[config.mk]
export PLATFORM = sky130hd
export DESIGN_NAME = flow_director_arb
export DESIGN_NICKNAME = d
export VERILOG_FILES = /design/src/rtl/flow_director_arb.sv
export SDC_FILE = /design/constraint.sdc
export NUM_CORES = 1
export LEC_CHECK = 0
export CAP_MARGIN = 15
export CORE_ASPECT_RATIO = 1.25
export CORE_MARGIN = 5
export CORE_UTILIZATION = 43
export CTS_BUF_LIST = sky130_fd_sc_hd__clkbuf_16
export DETAILED_ROUTE_END_ITERATION = 8
export PLACE_DENSITY = 0.82
export SETUP_SLACK_MARGIN = 0.2
export SYNTH_ARGS = -nofsm -noshare
export SYNTH_HDL_FRONTEND = slang
export SYNTH_SLANG_ARGS = --single-unit
export TNS_END_PERCENT = 20
[constraint.sdc]
create_clock -name clk_i -period 3.1 [get_ports clk_i]
set_input_delay 0.775 -clock clk_i [delete_from_list [all_inputs] [get_ports clk_i]]
set_output_delay 0.775 -clock clk_i [all_outputs]
set_load 0.1 [all_outputs]
[src/rtl/flow_director_arb.sv]
// flow_director_arb
//   Round-robin scheduler that shares the single metadata input of flow_director
//   among NUM_IN requesters. Each beat it grants one requester. A requester that
//   wins keeps the grant for up to QUANTUM consecutive beats before the pointer
//   moves on. The chosen beat is registered onto out_meta_*, and the module counts
//   the beats delivered downstream.
//   metadata_t is carried as an opaque META_W-bit vector.
//
// Ports
//   clk_i             single clock
//   rst_ni            asynchronous active-low reset
//   in_meta_data_i    requester i metadata, index i
//   in_meta_valid_i   requester i has a beat
//   in_meta_ready_o   beat of requester i accepted this cycle (one-hot or zero)
//   out_meta_data_o   registered metadata to flow_director
//   out_meta_valid_o  registered valid to flow_director
//   out_meta_ready_i  ready from flow_director
//   fwd_cnt_o         beats delivered downstream (valid & ready), wraps
//
// State    | meaning
// ---------+----------------------------------------------------------------
// ST_IDLE  | no burst owner; the round-robin search from rr_ptr picks a winner
// ST_BURST | owner_q holds the grant while it stays valid and is under QUANTUM

module flow_director_arb #(
  parameter int unsigned NUM_IN  = 4,
  parameter int unsigned QUANTUM = 4,
  parameter int unsigned CNT_W   = 32,
  parameter int unsigned META_W  = 32
) (
  input  logic                          clk_i,
  input  logic                          rst_ni,
  input  logic [NUM_IN-1:0][META_W-1:0] in_meta_data_i,
  input  logic [NUM_IN-1:0]             in_meta_valid_i,
  output logic [NUM_IN-1:0]             in_meta_ready_o,
  output logic [META_W-1:0]             out_meta_data_o,
  output logic                          out_meta_valid_o,
  input  logic                          out_meta_ready_i,
  output logic [CNT_W-1:0]              fwd_cnt_o
);

  localparam int unsigned IDX_W  = $clog2(NUM_IN);
  localparam int unsigned BCNT_W = $clog2(QUANTUM + 1);
  localparam logic [IDX_W-1:0]  LAST_IDX  = IDX_W'(NUM_IN - 1);
  localparam logic [BCNT_W-1:0] QUANTUM_C = BCNT_W'(QUANTUM);

  typedef enum logic {
    ST_IDLE,
    ST_BURST
  } state_e;

  state_e             state_q, state_d;
  logic [IDX_W-1:0]   rr_ptr_q, rr_ptr_d;
  logic [IDX_W-1:0]   owner_q, owner_d;
  logic [BCNT_W-1:0]  burst_cnt_q, burst_cnt_d;
  logic               out_valid_q, out_valid_d;
  logic [META_W-1:0]  out_data_q, out_data_d;
  logic [CNT_W-1:0]   fwd_cnt_q, fwd_cnt_d;

  logic                         load_en;
  logic                         pick_found;
  logic [IDX_W-1:0]             pick_idx;
  logic [NUM_IN-1:0][IDX_W-1:0] cand_idx;
  logic                         grant_vld;
  logic [IDX_W-1:0]             grant_idx;
  logic [NUM_IN-1:0]            grant_oh;
  logic [BCNT_W-1:0]            burst_inc;

  function automatic logic [IDX_W-1:0] next_idx(input logic [IDX_W-1:0] idx);
    return (idx == LAST_IDX) ? '0 : idx + IDX_W'(1);
  endfunction

  // The output register can take a new beat when empty or draining this cycle.
  assign load_en = !out_valid_q || out_meta_ready_i;

  // Round-robin search: candidate k is (rr_ptr + k) mod NUM_IN, first valid wins.
  always_comb begin
    pick_found = 1'b0;
    pick_idx   = '0;
    cand_idx   = '0;
    for (int k = 0; k < NUM_IN; k++) begin
      cand_idx[k] = IDX_W'((32'(rr_ptr_q) + 32'(k)) % NUM_IN);
    end
    for (int k = 0; k < NUM_IN; k++) begin
      if (!pick_found && in_meta_valid_i[cand_idx[k]]) begin
        pick_found = 1'b1;
        pick_idx   = cand_idx[k];
      end
    end
  end

  assign burst_inc = burst_cnt_q + BCNT_W'(1);

  always_comb begin
    state_d     = state_q;
    rr_ptr_d    = rr_ptr_q;
    owner_d     = owner_q;
    burst_cnt_d = burst_cnt_q;
    grant_vld   = 1'b0;
    grant_idx   = owner_q;

    unique case (state_q)
      ST_IDLE: begin
        grant_vld = pick_found;
        grant_idx = pick_idx;
        if (load_en && pick_found) begin
          owner_d     = pick_idx;
          burst_cnt_d = BCNT_W'(1);
          if (QUANTUM > 1) begin
            state_d = ST_BURST;
          end else begin
            rr_ptr_d = next_idx(pick_idx);
          end
        end
      end

      ST_BURST: begin
        // Grant stays with the owner; nothing moves unless the register can load,
        // so the owner may drop valid while stalled without losing its burst.
        grant_vld = in_meta_valid_i[owner_q];
        if (load_en) begin
          if (in_meta_valid_i[owner_q]) begin
            burst_cnt_d = burst_inc;
            if (burst_inc == QUANTUM_C) begin
              rr_ptr_d = next_idx(owner_q);
              state_d  = ST_IDLE;
            end
          end else begin
            // Owner went idle: give up the burst, costing one bubble cycle.
            rr_ptr_d = next_idx(owner_q);
            state_d  = ST_IDLE;
          end
        end
      end

      default: state_d = ST_IDLE;
    endcase
  end

  always_comb begin
    grant_oh = '0;
    for (int i = 0; i < NUM_IN; i++) begin
      grant_oh[i] = grant_vld && (grant_idx == IDX_W'(i));
    end
  end

  // No handshake completes while reset is held.
  assign in_meta_ready_o = grant_oh & {NUM_IN{load_en & rst_ni}};

  always_comb begin
    out_valid_d = out_valid_q;
    out_data_d  = out_data_q;
    fwd_cnt_d   = fwd_cnt_q + CNT_W'(out_valid_q & out_meta_ready_i);
    if (load_en) begin
      out_valid_d = grant_vld;
      if (grant_vld) begin
        out_data_d = in_meta_data_i[grant_idx];
      end
    end
  end

  always_ff @(posedge clk_i or negedge rst_ni) begin
    if (!rst_ni) begin
      state_q     <= ST_IDLE;
      rr_ptr_q    <= '0;
      owner_q     <= '0;
      burst_cnt_q <= '0;
      out_valid_q <= 1'b0;
      out_data_q  <= '0;
      fwd_cnt_q   <= '0;
    end else begin
      state_q     <= state_d;
      rr_ptr_q    <= rr_ptr_d;
      owner_q     <= owner_d;
      burst_cnt_q <= burst_cnt_d;
      out_valid_q <= out_valid_d;
      out_data_q  <= out_data_d;
      fwd_cnt_q   <= fwd_cnt_d;
    end
  end

  assign out_meta_valid_o = out_valid_q;
  assign out_meta_data_o  = out_data_q;
  assign fwd_cnt_o        = fwd_cnt_q;

endmodule

==> key figures, run 1 <==
Final layout
  • Area growth, synth to finish: 54.3%
  • FF/Latch Area: 0.00183 mm2
  • FILL cells: 866
  • Number of antenna cells inserted: 0
  • Area of the multi-input gates: 0.00279 mm2
  • Share of cells above drive strength 1: 26.6%
  • Final Net Count: 856

Timing
  • Setup TNS: 0 ns
  • Crit path time final: 2.90 ns
  • Worst rel slew slack: 47.3%
  • Setup WS post-layout: 0.195 ns
  • RSZ-0062 raised after global routing: true
  • Fmax: 0.344 GHz
  • Number of pins with negative max-slew slack in the final report: 0
  • Total count of hold-check failures in the final report: 0
  • Setup-failing EPs final: 0
  • Slew at the pin closest to its max-slew limit: 0.788 ns
  • Share of the clock period used by the worst path after layout: 93.7%
  • Post-Route Skew: 0.00850 ns

Run status
  • Run status: complete, no violations

Clock tree
  • TritonCTS clock tree: built
  • Cell chosen for the clock root: sky130_fd_sc_hd__clkbuf_16
  • CTS Hold Bufs: 0
  • Number of buffers between clock root and the deepest sink: 2
  • CTS HTree Levels: 3
  • # clock sinks: 73
  • Clock network latency to the later pin of the worst-skew pair: 0.34 ns
  • Number of buffers added by the clock tree synthesis step: 9
  • Clock edge transition at the registers on the reported setup and hold paths: 0.06 ns

Setup path
  • Data required time of the worst path: 2.32 ns
  • Maximum fanout along the worst path: 7
  • Cell chain of the critical path: buf_2 -> mux4_2 -> and2_4 -> nor2_4 -> nor2_4 -> and3_4 -> buf_12
  • Worst Path Class, Setup: in2out
  • Reg2Reg Capture Point: out_meta_data_o[3]
  • Arrival time of the worst setup path: 2.13 ns
  • CP Launch Point: in_meta_valid_i[1]
  • Depth of the worst register-to-register path: 6
  • Launching element type of the critical path: input pin
  • Highest-delay cell along the critical path: sky130_fd_sc_hd__mux4_2
  • Slack of the worst reg-to-reg path: 0.86 ns
  • Source of the worst register-to-register timing path: state_q
  • Kind of capture point of the worst setup path: output port
  • Most common cell type on the critical path: sky130_fd_sc_hd__nor2_4
  • Critical Path Max Stage Delay: 0.47 ns

Route
  • WL/cell: 20.6 um
  • First-pass detailed-route iteration total: 6
  • Drt drc: 0
  • Wire length after detailed routing: 17600 um
  • 1st-iter DRT viols: 407
  • DRT antenna net count: 0
  • Detailed-route via count: 5195
  • Via density per instance: 6.07

Logic synthesis
  • Fraction of the yosys area taken by sequential cells: 38.3%
  • Post-synthesis instance area: 0.00477 mm2
  • Async S/R FF share, synth: 100%
  • Net Count, Synth: 640
  • Register bit count reported by yosys: 73
  • Warnings, synthesis: 0
  • Biggest area consumer among synthesized cells: sky130_fd_sc_hd__dfrtp_1
  • EDFF count, synth: 0
  • Fraction of synthesized cell area taken by the top area cell type: 38.3%
  • Number of different library cells in the post-synthesis netlist: 45
  • Cells taking the most area after synthesis: sky130_fd_sc_hd__dfrtp_1, sky130_fd_sc_hd__a22oi_1, sky130_fd_sc_hd__mux2_2, sky130_fd_sc_hd__a21oi_1, sky130_fd_sc_hd__nand3_1
  • Post-synthesis cell count: 500
  • Synthesized area per cell: 9.54 um2
  • Most common flop cell mapped by yosys: sky130_fd_sc_hd__dfrtp_1

Global routing
  • Total GRT Usage: 25.8%
  • Global-route wire length before repair: 28300 um
  • Initial antenna violation count: 0
  • Total gr overflow: 0
  • Pin count of the biggest net entering global routing: 39
  • Via count of the first global-routing pass: 5526

Placement
  • Number of buffers added on ports: 203
  • Gpl congestion: 0.957
  • Detail Placement HPWL: 13300 um
  • Pre-CTS WS: -0.388 ns

Worst hold path
  • Hold Crit Class: in2async

Floorplanning
  • IO Pins: 204
  • Row count: 43
  • Total Die Area: 0.0133 mm2
  • Initial Utilization: 43.5%
  • Core region area: 0.0110 mm2
  • Die height: 128 um
  • Width of the die: 104 um

Job
  • Max-cap violations: 0

Power
  • Leakage: 3.13 nW
  • Pwr Density: 1130 mW/mm2
  • Maximum vdd drop: 0.995 mV
## cell usage after synthesis, types with 6 or more instances
cell	count
sky130_fd_sc_hd__a21o_1	15
sky130_fd_sc_hd__a21oi_1	60
sky130_fd_sc_hd__a221o_1	10
sky130_fd_sc_hd__a22oi_1	45
sky130_fd_sc_hd__a31oi_1	7
sky130_fd_sc_hd__and3_1	14
sky130_fd_sc_hd__buf_2	19
sky130_fd_sc_hd__clkbuf_1	11
sky130_fd_sc_hd__dfrtp_1	73
sky130_fd_sc_hd__mux2_2	30
sky130_fd_sc_hd__nand2_1	16
sky130_fd_sc_hd__nand3_1	49
sky130_fd_sc_hd__nand4_1	6
sky130_fd_sc_hd__nor2_1	34
sky130_fd_sc_hd__o22a_1	10
sky130_fd_sc_hd__xnor2_1	26
## sequential cells by signal (all words and copies together), names as in the netlist
name and flops:
state_q 1, burst_cnt_q 3, owner_q 2, fwd_cnt_o 32, out_meta_data_o 32, rr_ptr_q 2, out_meta_valid_o 1
## cell usage in the layout (no fill, tap or decap), types with 2 or more instances in the layout
| cell type | n |
|---|---|
| sky130_fd_sc_hd__bufinv_16 | 2 |
| sky130_fd_sc_hd__a21o_1 | 15 |
| sky130_fd_sc_hd__xor2_1 | 4 |
| sky130_fd_sc_hd__mux2_4 | 4 |
| sky130_fd_sc_hd__o22a_1 | 10 |
| sky130_fd_sc_hd__nand3_1 | 48 |
| sky130_fd_sc_hd__clkbuf_16 | 9 |
| sky130_fd_sc_hd__nor2b_1 | 5 |
| sky130_fd_sc_hd__a31oi_1 | 7 |
| sky130_fd_sc_hd__a221o_1 | 10 |
| sky130_fd_sc_hd__ha_1 | 5 |
| sky130_fd_sc_hd__clkdlybuf4s50_1 | 129 |
| sky130_fd_sc_hd__nand2b_1 | 2 |
| sky130_fd_sc_hd__xnor2_1 | 26 |
| sky130_fd_sc_hd__nand2_1 | 16 |
| sky130_fd_sc_hd__a222oi_1 | 4 |
| sky130_fd_sc_hd__and4_1 | 5 |
| sky130_fd_sc_hd__nor2_1 | 33 |
| sky130_fd_sc_hd__o21ai_0 | 3 |
| sky130_fd_sc_hd__and3_4 | 5 |
| sky130_fd_sc_hd__buf_12 | 5 |
| sky130_fd_sc_hd__buf_6 | 3 |
| sky130_fd_sc_hd__a22oi_1 | 45 |
| sky130_fd_sc_hd__inv_1 | 6 |
| sky130_fd_sc_hd__nand4_1 | 6 |
| sky130_fd_sc_hd__mux4_2 | 5 |
| sky130_fd_sc_hd__dfrtp_1 | 72 |
| sky130_fd_sc_hd__buf_4 | 109 |
| sky130_fd_sc_hd__mux2_2 | 30 |
| sky130_fd_sc_hd__nor3_1 | 2 |
| sky130_fd_sc_hd__o31ai_4 | 2 |
| sky130_fd_sc_hd__clkinv_2 | 3 |
| sky130_fd_sc_hd__a21oi_1 | 59 |
| sky130_fd_sc_hd__nor2_4 | 2 |
| sky130_fd_sc_hd__and3_1 | 9 |
## cells by family (layout without fill, tap and decap cells)
| family | after synthesis | in the layout | share of synthesized area (%) |
|---|---|---|---|
| AO/OA/AOI/OAI | 164 | 164 | 24.1 |
| XOR/XNOR | 30 | 30 | 5.51 |
| adder cells (fa/ha/maj) | 5 | 5 | 1.31 |
| buffers and inverters | 47 | 268 | 5.22 |
| flip-flops | 73 | 73 | 38.3 |
| multiplexers | 39 | 39 | 10.7 |
| AND/OR/NAND/NOR | 142 | 142 | 14.9 |
## metrics by stage
stage / instance area (um2) / power [mW] / hold slack, ns / util [%] / cells
after detailed placement: 6950 / 7.09 / 0.464 / 63.3 / 834
after global routing: 7360 / 8.74 / 0.341 / 67.1 / 856
after floorplan: 4790 / 5.58 / 0.479 / - / 500
final: 7360 / 8.34 / 0.325 / 67.1 / 856
after CTS: 7330 / 8.30 / 0.328 / 66.8 / 853
after global placement: 6950 / 6.97 / 0.458 / 63.3 / 834
## repair_timing
action	4_1_cts	5_1_grt
gates resized for setup	34	2
setup buffers	3	3
setup endpoints to repair	4	4
pin swaps	5	0
## layout make-up
class | instances | share of cell area [%]
clock buffer | 9 | 3.06
sequential | 73 | 24.8
inverter | 5 | 0.255
multi-input combinational | 380 | 37.8
tap | 135 | 2.29
clock inverter | 7 | 1.17
timing repair buffer | 247 | 30.5
## report_power, final
part / switching [mW] / internal [mW]
registers: 0.286 / 1.29
clock network: 0.401 / 0.697
logic: 3.82 / 1.86
## worst max-delay path, delay by kind of cell
kind	cells	cell delay, ns
and+or+nand+nor	4	0.59
muxes	1	0.47
buffers and inverters	2	0.28
## routing by layer
layer | vias up | GRT usage, % | wire (um) | share of wire [%]
met1 | 2486 | 30.6 | 6630 | 38
met3 | 50 | 6.75 | 1780 | 10
met4 | 0 | 11.1 | 515 | 2.9
met5 | - | 0 | 0 | 0
li1 | 2329 | - | - | -
met2 | 330 | 44.4 | 8710 | 49
## worst max path at each step
stage,to,slack (ns)
after global routing,in_meta_ready_o[2],0.15
after global placement,in_meta_ready_o[0],-0.31
after floorplan,in_meta_ready_o[1],0.1
after CTS,in_meta_ready_o[2],0.20
after detailed placement,in_meta_ready_o[0],-0.39
final,in_meta_ready_o[2],0.20
Note: power is estimated with default switching activity, not from simulation.
==> inputs of run 2 (changes only) <==
--- a/config.mk
+++ b/config.mk
@@ -11,7 +11,7 @@
 export CORE_UTILIZATION = 43
 export CTS_BUF_LIST = sky130_fd_sc_hd__clkbuf_16
 export DETAILED_ROUTE_END_ITERATION = 8
-export PLACE_DENSITY = 0.82
+export PLACE_DENSITY = 0.83
 export SETUP_SLACK_MARGIN = 0.2
 export SYNTH_ARGS = -nofsm -noshare
 export SYNTH_HDL_FRONTEND = slang
==> key figures, run 2 (synthesized netlist as in run 1, its figures left out) <==
Floorplanning
  • Row count: 43 (unchanged)
  • Total Die Area: 0.0133 mm2 (unchanged)
  • Width of the die: 104 um (unchanged)
  • Initial Utilization: 43.5% (unchanged)
  • IO Pins: 204 (unchanged)
  • Core region area: 0.0110 mm2 (unchanged)
  • Die height: 128 um (unchanged)

Timing
  • Setup TNS: 0 ns (unchanged)
  • Crit path time final: 2.94 ns (+0.0306 ns)
  • Share of the clock period used by the worst path after layout: 94.7% (+0.99 points)
  • Worst rel slew slack: 47.5% (+0.12 points)
  • Setup WS post-layout: 0.165 ns (-0.0306 ns)
  • Fmax: 0.341 GHz (-1.0%)
  • Post-Route Skew: 0.00485 ns (-0.00365 ns)
  • Total count of hold-check failures in the final report: 0 (unchanged)
  • Slew at the pin closest to its max-slew limit: 0.787 ns (-0.00176 ns)
  • Setup-failing EPs final: 0 (unchanged)
  • Number of pins with negative max-slew slack in the final report: 0 (unchanged)
  • RSZ-0062 raised after global routing: true
  • Final hold slack: 0.335 ns (+0.00961 ns)

Final layout
  • Final Net Count: 858 (+0.23%)
  • Commonest cells after routing, fill and taps aside: sky130_fd_sc_hd__clkdlybuf4s50_1, sky130_fd_sc_hd__buf_4, sky130_fd_sc_hd__dfrtp_1
  • Final Cell Area: 0.00742 mm2 (+0.83%)
  • Share of cells above drive strength 1: 27.1% (+0.52 points)
  • Leading cell type in the layout, fill and taps excluded: sky130_fd_sc_hd__clkdlybuf4s50_1
  • Area growth, synth to finish: 55.6%
  • Number of antenna cells inserted: 0 (unchanged)

Route
  • First-pass detailed-route iteration total: 7 (+1)
  • 1st-iter DRT viols: 319 (-22%)
  • Wire length after detailed routing: 17200 um (-2.4%)
  • Drt drc: 0 (unchanged)
  • DRT antenna net count: 0 (unchanged)
  • Detailed-route via count: 5165 (-0.58%)
  • Via density per instance: 6.03 (-0.69%)
  • WL/cell: 20.1 um (-2.5%)

Clock tree
  • Cell chosen for the clock root: sky130_fd_sc_hd__clkbuf_16
  • CTS HTree Levels: 3 (unchanged)
  • # clock sinks: 73 (unchanged)
  • Clock edge transition at the registers on the reported setup and hold paths: 0.06 ns (about the same)
  • Number of buffers added by the clock tree synthesis step: 9 (unchanged)
  • TritonCTS clock tree: built
  • Number of buffers between clock root and the deepest sink: 2 (unchanged)
  • Clock network latency to the later pin of the worst-skew pair: 0.33 ns (about the same)

Placement
  • Pre-CTS WS: -0.451 ns (-0.0630 ns)
  • Detail Placement HPWL: 13000 um (-2.0%)
  • Number of buffers added on ports: 203 (unchanged)
  • DP Area: 0.00697 mm2 (+0.29%)
  • Gpl congestion: 0.924 (-3.4%)

Setup path
  • Slack of the worst reg-to-reg path: 0.69 ns (-0.17 ns)
  • Data required time of the worst path: 2.32 ns (about the same)
  • Launching element type of the critical path: input pin
  • Kind of capture point of the worst setup path: output port
  • Worst Path Class, Setup: in2out
  • Maximum fanout along the worst path: 5 (-2)
  • Arrival time of the worst setup path: 2.16 ns (+0.03 ns)

Global routing
  • Pin count of the biggest net entering global routing: 37 (-5.1%)
  • Global-route met1 utilization: 29.6% (-1.0 points)
  • Initial antenna violation count: 0 (unchanged)
  • Total GRT Usage: 25.2% (-0.65 points)
  • Global-route met3 utilization: 5.89% (-0.86 points)
  • Global-route wire length before repair: 27400 um (-3.0%)
  • Met2 usage: 44.1% (-0.26 points)
  • Total gr overflow: 0 (unchanged)
  • Via count of the first global-routing pass: 5495 (-0.56%)
  • Layer carrying the most global-route usage: met2

Power
  • Leakage: 3.15 nW (+0.70%)
  • Total Power Consumption: 8.31 mW (-0.46%)
  • Maximum vdd drop: 0.818 mV (-18%)
  • Pwr Density: 1120 mW/mm2 (-1.3%)

Worst hold path
  • Hold Crit Class: in2async

Run status
  • Run status: complete, no violations

Job
  • Max-cap violations: 0 (unchanged)
-- run 2: changes by cell type in the layout (fill, tap and decap cells not counted), sizes merged --
cell,previous run,this run
clkinv,3,2
buf,118,120
-- run 2: per-layer routing --
metal	share of wire (%)	up-vias
li1	-	2321
met1	38	2491
met2	51	314
met3	9.0	39
met4	2.4	0
met5	0	-
-- run 2: what timing repair did --
action,4_1_cts,5_1_grt
pin swaps,8,8
hold buffers,0,0
endpoints found under the setup margin,4,4
buffers inserted,1,4
gates resized for setup,37,10
-- run 2: stage by stage --
stage               std cells  utilization, %
finish                    857            67.6
global route              857            67.6
CTS                       853            67.1
detailed placement        837            63.5
global placement          837            63.5
floorplan                 500               -
-- run 2: cell type report --
class                      count  area, um2
fill                         833       3550
multi-input combinational    380       2830
timing repair buffer         249       2270
sequential                    73       1830
clock buffer                   9        225
tap                          135        169
clock inverter                 6       85.1
inverter                       5       18.8
-- run 2: worst paths after layout --
kind	from	to	cells past startpoint
min in group clk_i	fwd_cnt_o[31]	fwd_cnt_o[31]	1
max in group asynchronous	rst_ni	fwd_cnt_o[28]	2
worst min-delay path	rst_ni	fwd_cnt_o[6]	1
worst min register to register	fwd_cnt_o[31]	fwd_cnt_o[31]	1
worst max-delay path	in_meta_valid_i[2]	in_meta_ready_o[1]	7
worst max register to register	state_q	out_meta_data_o[2]	6
-- run 2: worst max-delay path, stage by stage --
cell and delay [ns]:
sky130_fd_sc_hd__buf_8 0.10, sky130_fd_sc_hd__buf_6 0.12, sky130_fd_sc_hd__a221oi_4 0.30, sky130_fd_sc_hd__o21ba_4 0.23, sky130_fd_sc_hd__o32ai_4 0.22, sky130_fd_sc_hd__and3_4 0.23, sky130_fd_sc_hd__buf_12 0.17
-- run 2: power by group --
part | switching [mW] | internal, mW | leakage, nW | total, mW
clock | 0.395 | 0.696 | 0.153 | 1.09
combinational | 3.81 | 1.84 | 2.10 | 5.65
sequential | 0.275 | 1.29 | 0.902 | 1.56
total | 4.48 | 3.83 | 3.15 | 8.31
==> inputs of run 3 (changes only) <==
--- a/config.mk
+++ b/config.mk
@@ -11,6 +11,7 @@
 export CORE_UTILIZATION = 43
 export CTS_BUF_LIST = sky130_fd_sc_hd__clkbuf_16
 export DETAILED_ROUTE_END_ITERATION = 8
+export MAX_ROUTING_LAYER = met4
 export PLACE_DENSITY = 0.83
 export SETUP_SLACK_MARGIN = 0.2
 export SYNTH_ARGS = -nofsm -noshare
==> key figures, run 3 (synthesized netlist as in run 1, its figures left out) <==
Run status
  • Run status: complete, no violations

Clock tree
  • Number of buffers between clock root and the deepest sink: 2 (unchanged)
  • TritonCTS clock tree: built
  • Clock edge transition at the registers on the reported setup and hold paths: 0.06 ns (about the same)
  • Cell chosen for the clock root: sky130_fd_sc_hd__clkbuf_16
  • # clock sinks: 73 (unchanged)
  • Number of buffers added by the clock tree synthesis step: 9 (unchanged)
  • CTS HTree Levels: 3 (unchanged)
  • Clock network latency to the later pin of the worst-skew pair: 0.33 ns (about the same)

Setup path
  • Data required time of the worst path: 2.32 ns (about the same)
  • Maximum fanout along the worst path: 5 (unchanged)
  • Depth of the worst register-to-register path: 6 (unchanged)
  • Source of the worst register-to-register timing path: state_q
  • Worst Path Class, Setup: in2out
  • CP Launch Point: in_meta_valid_i[2]
  • Kind of capture point of the worst setup path: output port
  • Launching element type of the critical path: input pin
  • Arrival time of the worst setup path: 2.13 ns (-0.03 ns)

Floorplanning
  • Die height: 128 um (unchanged)
  • Row count: 43 (unchanged)
  • Initial Utilization: 43.5% (unchanged)
  • Total Die Area: 0.0133 mm2 (unchanged)
  • IO Pins: 204 (unchanged)
  • Core region area: 0.0110 mm2 (unchanged)
  • Width of the die: 104 um (unchanged)

Global routing
  • Via count of the first global-routing pass: 5633 (+2.5%)
  • Pin count of the biggest net entering global routing: 36 (-2.7%)
  • Total GRT Usage: 25.9% (+0.74 points)
  • Initial antenna violation count: 0 (unchanged)
  • Total gr overflow: 0 (unchanged)
  • Global-route wire length before repair: 27400 um (-0.28%)

Power
  • Pwr Density: 1120 mW/mm2 (+0.31%)
  • Total Power Consumption: 8.36 mW (+0.63%)
  • Maximum vdd drop: 0.743 mV (-9.1%)
  • Leakage: 3.16 nW (+0.26%)

Route
  • First-pass detailed-route iteration total: 5 (-2)
  • Wire length after detailed routing: 17600 um (+2.4%)
  • DRT antenna net count: 0 (unchanged)
  • Drt drc: 0 (unchanged)
  • WL/cell: 20.6 um (+2.4%)
  • 1st-iter DRT viols: 419 (+31%)
  • Detailed-route via count: 5211 (+0.89%)
  • Via density per instance: 6.08 (+0.89%)

Timing
  • RSZ-0062 raised after global routing: true
  • Total count of hold-check failures in the final report: 0 (unchanged)
  • Number of pins with negative max-slew slack in the final report: 0 (unchanged)
  • Worst rel slew slack: 46.5% (-0.97 points)
  • Slew at the pin closest to its max-slew limit: 0.801 ns (+0.0145 ns)
  • Post-Route Skew: 0.00562 ns (+0.000770 ns)
  • Share of the clock period used by the worst path after layout: 93.8% (-0.87 points)
  • Setup-failing EPs final: 0 (unchanged)
  • Fmax: 0.344 GHz (+0.93%)
  • Crit path time final: 2.91 ns (-0.0270 ns)
  • Setup TNS: 0 ns (unchanged)

Final layout
  • Share of cells above drive strength 1: 27.4% (+0.28 points)
  • Number of antenna cells inserted: 0 (unchanged)
  • Commonest cells after routing, fill and taps aside: sky130_fd_sc_hd__clkdlybuf4s50_1, sky130_fd_sc_hd__buf_4, sky130_fd_sc_hd__dfrtp_1
  • Leading cell type in the layout, fill and taps excluded: sky130_fd_sc_hd__clkdlybuf4s50_1
  • FILL cells: 833 (unchanged)
  • Finished Layout Cells: 857 (unchanged)
  • Area growth, synth to finish: 56.1%
  • Final Net Count: 857 (-0.12%)

Placement
  • DP Cell Count: 837 (unchanged)
  • Detail Placement HPWL: 13000 um (+0.31%)
  • Gpl congestion: 0.949 (+2.7%)
  • Number of buffers added on ports: 203 (unchanged)

Worst hold path
  • Hold Crit Class: in2async

Job
  • Max-cap violations: 0 (unchanged)
-- run 3: layout make-up --
cell class | count | area (um2) | area share [%]
timing repair buffer | 248 | 2260 | 30.4
sequential | 73 | 1830 | 24.6
inverter | 5 | 18.8 | 0.252
tap | 135 | 169 | 2.27
multi-input combinational | 380 | 2850 | 38.3
clock buffer | 9 | 225 | 3.02
clock inverter | 7 | 86.3 | 1.16
-- run 3: worst max-delay path: stages --
cell and delay [ns]:
sky130_fd_sc_hd__buf_8 0.11, sky130_fd_sc_hd__nor2b_4 0.13, sky130_fd_sc_hd__a221oi_4 0.26, sky130_fd_sc_hd__o21ba_4 0.22
sky130_fd_sc_hd__o32ai_4 0.22, sky130_fd_sc_hd__and3_4 0.23, sky130_fd_sc_hd__buf_12 0.17
-- run 3: where the power goes --
group / leakage (nW) / switching (mW) / internal (mW)
sequential: 0.901 / 0.279 / 1.29
clock: 0.158 / 0.399 / 0.697
combinational: 2.10 / 3.83 / 1.86
-- run 3: repair_timing --
item / 4_1_cts / 5_1_grt
hold buffers: 0 / 0
pin swaps: 7 / 7
resized for setup: 33 / 20
setup buffers: 1 / 3
setup endpoints to repair: 4 / 4
-- run 3: per-stage QoR --
| step | hold WS, ns | utilization, % | setup slack (ns) | cell area [um2] |
|---|---|---|---|---|
| 3_5_place_dp | 0.467 | 63.5 | -0.429 | 6970 |
| 3_3_place_gp | 0.458 | 63.5 | -0.304 | 6970 |
| 6_report | 0.339 | 67.9 | 0.192 | 7450 |
| 4_1_cts | 0.342 | 66.9 | 0.151 | 7340 |
| 5_1_grt | 0.356 | 67.9 | 0.152 | 7450 |
| 2_1_floorplan | 0.479 | - | 0.0955 | 4790 |
-- run 3: final timing paths --
check / slack [ns] / end
setup / recovery: 0.19 / in_meta_ready_o[1]
hold / removal: 0.34 / fwd_cnt_o[2]
setup reg to reg: 0.87 / out_meta_data_o[3]
hold reg to reg: 0.48 / fwd_cnt_o[31]
max in group asynchronous: 1.98 / fwd_cnt_o[24]
min in group clk_i: 0.48 / fwd_cnt_o[31]
-- run 3: per-layer routing --
metal	vias to the layer above	global-route usage (%)	routed length, um
li1	2331	-	-
met1	2506	29.6	6730
met2	323	44.3	8980
met3	51	4.89	1380
met4	0	11.7	520
met5	-	-	0
